### config.mk
export PLATFORM = sky130hd
export DESIGN_NAME = stim_phase_seq
export DESIGN_NICKNAME = d
export VERILOG_FILES = /design/src/rtl/stim_seq_pkg.sv /design/src/rtl/stim_next_phase.sv /design/src/rtl/stim_phase_seq.sv
export SDC_FILE = /design/constraint.sdc
export NUM_CORES = 1
export LEC_CHECK = 0
export BUFFER_PORTS_ARGS = -buffer_cell sky130_fd_sc_hd__buf_4
export CORE_MARGIN = 3
export CORE_UTILIZATION = 50
export CTS_CLUSTER_SIZE = 40
export DETAILED_ROUTE_END_ITERATION = 8
export PLACE_DENSITY = 0.83
export SLEW_MARGIN = 40
export SYNTH_ARGS = -nofsm -noshare
export SYNTH_HDL_FRONTEND = slang
export SYNTH_SLANG_ARGS = --single-unit
### constraint.sdc
create_clock -name clk -period 3.8 [get_ports clk]
set_clock_uncertainty 0.2 [all_clocks]
set_input_delay 0.38 -clock clk [delete_from_list [all_inputs] [get_ports clk]]
set_output_delay 0.38 -clock clk [all_outputs]
set_load 0.005 [all_outputs]
### src/rtl/stim_seq_pkg.sv
// Shared types and sizing helpers for the characterization phase sequencer.
package stim_seq_pkg;

    typedef enum logic [1:0] {
        IDLE  = 2'd0,
        SETUP = 2'd1,
        TRANS = 2'd2
    } state_t;

    // Bits needed to hold values 0..n-1, never less than one.
    function automatic int width_of(input int n);
        return (n <= 2) ? 1 : $clog2(n);
    endfunction

endpackage

### src/rtl/stim_next_phase.sv
// Priority search over the phase-enable mask: the next enabled phase above
// the current one, plus the lowest enabled phase for wrap and run start.
module stim_next_phase
    import stim_seq_pkg::*;
#(
    parameter  int N_PHASES = 4,
    localparam int IW       = width_of(N_PHASES)
) (
    input  logic [N_PHASES-1:0] en,
    input  logic [IW-1:0]       cur,
    output logic [IW-1:0]       next_idx,
    output logic                next_found,
    output logic [IW-1:0]       first_idx,
    output logic                any_en
);

    always_comb begin
        // NOTE: every output gets a default first so no path leaves a latch.
        next_idx   = '0;
        next_found = 1'b0;
        first_idx  = '0;
        any_en     = 1'b0;
        // Descending scan: the last hit wins, giving the lowest qualifying index.
        for (int i = N_PHASES - 1; i >= 0; i--) begin
            if (en[i]) begin
                first_idx = IW'(i);
                any_en    = 1'b1;
                if (i > int'(cur)) begin
                    next_idx   = IW'(i);
                    next_found = 1'b1;
                end
            end
        end
    end

endmodule

### src/rtl/stim_phase_seq.sv
// Programmable setup/transition stimulus player with per-phase response
// checking, used for gate delay characterization and as a BIST source.
module stim_phase_seq
    import stim_seq_pkg::*;
#(
    parameter  int N_IN       = 4,
    parameter  int N_OUT      = 1,
    parameter  int N_PHASES   = 4,
    parameter  int SETTLE_CYC = 4,
    parameter  int VALID_CYC  = 8,
    localparam int IW         = width_of(N_PHASES)
) (
    input  logic                      clk,
    input  logic                      rst_n,
    input  logic                      start,
    input  logic                      abort,
    input  logic                      loop_en,
    input  logic [N_PHASES-1:0]       phase_en,
    input  logic [N_PHASES*N_IN-1:0]  init_vec,
    input  logic [N_PHASES*N_IN-1:0]  final_vec,
    input  logic [N_PHASES*N_OUT-1:0] exp_vec,
    input  logic [N_OUT-1:0]          dut_out,
    output logic [N_IN-1:0]           stim,
    output logic                      valid,
    output logic [IW-1:0]             phase_idx,
    output logic                      busy,
    output logic                      done,
    output logic [N_PHASES-1:0]       err
);

    localparam int CNT_MAX = (SETTLE_CYC > VALID_CYC) ? SETTLE_CYC : VALID_CYC;
    localparam int CW      = width_of(CNT_MAX + 1);

    state_t          state;
    logic [CW-1:0]   cnt;
    logic [IW-1:0]   next_idx;
    logic [IW-1:0]   first_idx;
    logic            next_found;
    logic            any_en;
    logic            adv_ok;
    logic [IW-1:0]   adv_idx;

    stim_next_phase #(.N_PHASES(N_PHASES)) u_next (
        .en         (phase_en),
        .cur        (phase_idx),
        .next_idx   (next_idx),
        .next_found (next_found),
        .first_idx  (first_idx),
        .any_en     (any_en)
    );

    // Continue with a higher phase, or wrap to the lowest one when looping.
    assign adv_ok  = next_found | (loop_en & any_en);
    assign adv_idx = next_found ? next_idx : first_idx;

    // NOTE: sequential state uses non-blocking assignments only, so every
    // branch below reads the pre-edge values regardless of statement order.
    always_ff @(posedge clk or negedge rst_n) begin
        if (!rst_n) begin
            state     <= IDLE;
            cnt       <= '0;
            stim      <= '0;
            valid     <= 1'b0;
            phase_idx <= '0;
            busy      <= 1'b0;
            done      <= 1'b0;
            err       <= '0;
        end else begin
            done <= 1'b0;
            if (abort) begin
                state <= IDLE;
                cnt   <= '0;
                valid <= 1'b0;
                busy  <= 1'b0;
            end else begin
                case (state)
                    IDLE: begin
                        if (start) begin
                            err <= '0;
                            if (any_en) begin
                                phase_idx <= first_idx;
                                stim      <= init_vec[int'(first_idx)*N_IN +: N_IN];
                                busy      <= 1'b1;
                                state     <= SETUP;
                                cnt       <= CW'(SETTLE_CYC - 1);
                            end else begin
                                done <= 1'b1;
                            end
                        end
                    end

                    SETUP: begin
                        if (cnt == '0) begin
                            state <= TRANS;
                            stim  <= final_vec[int'(phase_idx)*N_IN +: N_IN];
                            valid <= 1'b1;
                            cnt   <= CW'(VALID_CYC - 1);
                        end else begin
                            cnt <= cnt - 1'b1;
                        end
                    end

                    TRANS: begin
                        if (cnt == '0) begin
                            if (dut_out != exp_vec[int'(phase_idx)*N_OUT +: N_OUT])
                                err[phase_idx] <= 1'b1;
                            valid <= 1'b0;
                            if (adv_ok) begin
                                phase_idx <= adv_idx;
                                stim      <= init_vec[int'(adv_idx)*N_IN +: N_IN];
                                state     <= SETUP;
                                cnt       <= CW'(SETTLE_CYC - 1);
                            end else begin
                                state <= IDLE;
                                cnt   <= '0;
                                busy  <= 1'b0;
                                done  <= 1'b1;
                            end
                        end else begin
                            cnt <= cnt - 1'b1;
                        end
                    end

                    default: begin
                        state <= IDLE;
                        cnt   <= '0;
                        valid <= 1'b0;
                        busy  <= 1'b0;
                    end
                endcase
            end
        end
    end

endmodule
==> flow_summary.toml <==
[finish]
fin_cells = 238
fin_nets = 257
syn_to_final_growth_pct = 33.2
antenna_cells = 0
drive_gt1_frac = 0.399
fillers = 194

[pwr]
ir_drop_mv = 0.519
total_power_mw = 1.11
cellPowerDensity_nw_per_um2 = 591
p_sw_uw = 497
pwr-share-comb = 0.555
p_leak_nw = 0.873
swShare = 0.447
clkPwrFrac = 0.099
sequentialPowerShare = 0.347
intPower_uw = 615

[placement]
io_buffers = 58
gp_congestion = 0.820
dp_hpwl_mm = 3.18
dp_worst_setup_slack_ns = 1.22
dpl.cell_count = 233

[critical_path]
path_max_fanout = 16
cp.required_ns = 3.79
critical_path_arrival_ns = 2.58
endpoint_kind = "register"
cp-start-kind = "register"
crit_type = "register to register"

[timing]
fin_hold_ws_ns = 0.115
setup_violations = 0
rsz0062_at_grt = "no"
report.final.slew_viol_count = 0
setup-tns-final_ns = 0
worst_pin_slew_ns = 0.611
fin_ws_ns = 1.21
finalCritPeriodShare = 0.681
finalHoldViolCount = 0
period_needed_ns = 2.59
slew-limit-headroom = 0.593
fmax_ghz = 0.387

[clock_tree]
cts_root_buffer = "clkbuf_4"
clock_latency_ns = 0.31
numClockSinks = 19
clk_pin_slew_worst_paths_ns = 0.12
cts_hold_buf = 1
cts_htree_levels = 1
postCtsSetupRepairBufs = 0
cts_tree = "built"
cts.repair.resized = 0
numCtsBuffers = 3
max-clock-path-buffers = 2

[global_route]
met1_usage = 0.299
grt-busiest-layer = "met2"
antenna_found_initial = 0
grt.met2_usage = 0.438
grtUsageTotal = 0.244
gr-total-overflow = 0
first_global_vias = 1471
grtUsageMet3 = 0.0479
grt_first_pass_wirelength_mm = 6.58
grt_max_degree = 20

[synthesis]
syn-num-nets = 201
netlist-cell-type-count = 39
synth_edf_count = 0
avgSynthCellArea_um2 = 9.22
ys_ff_latch = 19
ys_warn_count = 0
ys.flop_type = "dfrtp_1"
async_flop_share = 1.00
yosysSeqAreaShare = 0.337
syn-cell-area_um2 = 1410
syn_inst = 153

[route]
dr_total_vias = 1453
ant_nets = 0
routed_wl_mm = 3.95
routedWlPerCell_um = 16.6
route.detailed.drc = 0
drtIter0Drc = 86
vias_per_cell = 6.11
dr.pass1.iters = 4

[die]
initial_utilization = 0.545
io_pins = 59
core_um2 = 2590
dieWidth_um = 59.1
dieArea_um2 = 3500
die_h_um = 59.1
num_rows = 18

[worst_hold_path]
worstHoldPathType = "input pin to register"

[run]
cap_violations = 0

[outcome]
status = "completed"
## synthesized netlist by cell type, types with 4 or more instances
master | n | area (µm²)
nor3_1 | 10 | 50.1
dfrtp_1 | 19 | 475
a211oi_1 | 4 | 30.0
nor2_1 | 18 | 67.6
o21ai_0 | 6 | 30.0
nand2_1 | 10 | 37.5
nand3_1 | 4 | 20.0
a21oi_1 | 10 | 50.1
mux2_2 | 8 | 90.1
nand2b_1 | 6 | 37.5
mux4_2 | 5 | 113
inv_1 | 10 | 37.5
## stage by stage
stage               instance area, µm²   util
finish                            1880  0.726
global route                      1880  0.726
CTS                               1880  0.726
detailed placement                1840  0.712
global placement                  1840  0.712
floorplan                         1410      -
## critical path, cell delays in order, from the launching register on
cell       delay [ns]
dfrtp_1          0.68
nand2b_1         0.21
a211oi_1         0.13
o32ai_4          0.54
mux2_2           0.39
nor3_1           0.23
a2111oi_2        0.09
## sequential cells by signal, summed over array words and instances (netlist names)
name,cells
state,2
err,4
phase_idx,2
busy,1
valid,1
done,1
cnt,4
stim,4
## path summary, 6_finish.rpt
check	start	to	slack, ns	depth (start not counted)
worst min register to register	err[0]	err[0]	0.30	2
min in group asynchronous	rst_n	valid	0.26	2
worst max-delay path	phase_idx[1]	stim[3]	1.21	6
max in group asynchronous	rst_n	stim[2]	2.93	2
worst max register to register	phase_idx[1]	stim[3]	1.21	6
worst min-delay path	abort	valid	0.12	2
## routing by layer
metal  part of all wire  vias to the layer above  wire, µm
li1                   -                      677         -
met1               0.38                      692      1510
met2               0.53                       77      2090
met3              0.078                        7       310
met4              0.011                        0        43
met5                  0                        -         0
## area by class of cell
class,instances,area [µm²],area share
tap,30,37.5,0.0200
sequential,19,475,0.253
timing repair buffer,59,445,0.237
inverter,10,37.5,0.0200
clock buffer,3,22.5,0.0120
multi-input combinational,116,857,0.456
clock inverter,1,5.00,0.00266
## cells by family after synthesis
| kind of cell | synth area share |
|---|---|
| simple gates | 0.196 |
| compound gates | 0.231 |
| flops | 0.337 |
| buf+inv | 0.0558 |
| mux | 0.151 |
| xor+xnor | 0.0124 |
| fa+ha+maj | 0.0177 |
## cell usage in the layout, fill, tap and decap left out, types with 5 or more instances in the layout
cell	Yosys	routed
inv_1	10	10
nor2_1	18	18
o21ai_0	6	6
mux4_2	5	5
nand2_1	10	10
a21oi_1	10	10
mux2_2	8	8
nand2b_1	6	6
buf_4	0	58
dfrtp_1	19	19
nor3_1	10	10
## power groups by stage
stage / sequential (mW) / clock, mW / combinational (mW)
detailed placement: 0.385 / 0 / 0.612
floorplan: 0.318 / 0 / 0.485
global placement: 0.380 / 0 / 0.582
global route: 0.401 / 0.118 / 0.684
CTS: 0.383 / 0.110 / 0.614
finish: 0.385 / 0.110 / 0.617
Power figures use the tool's default switching activity.
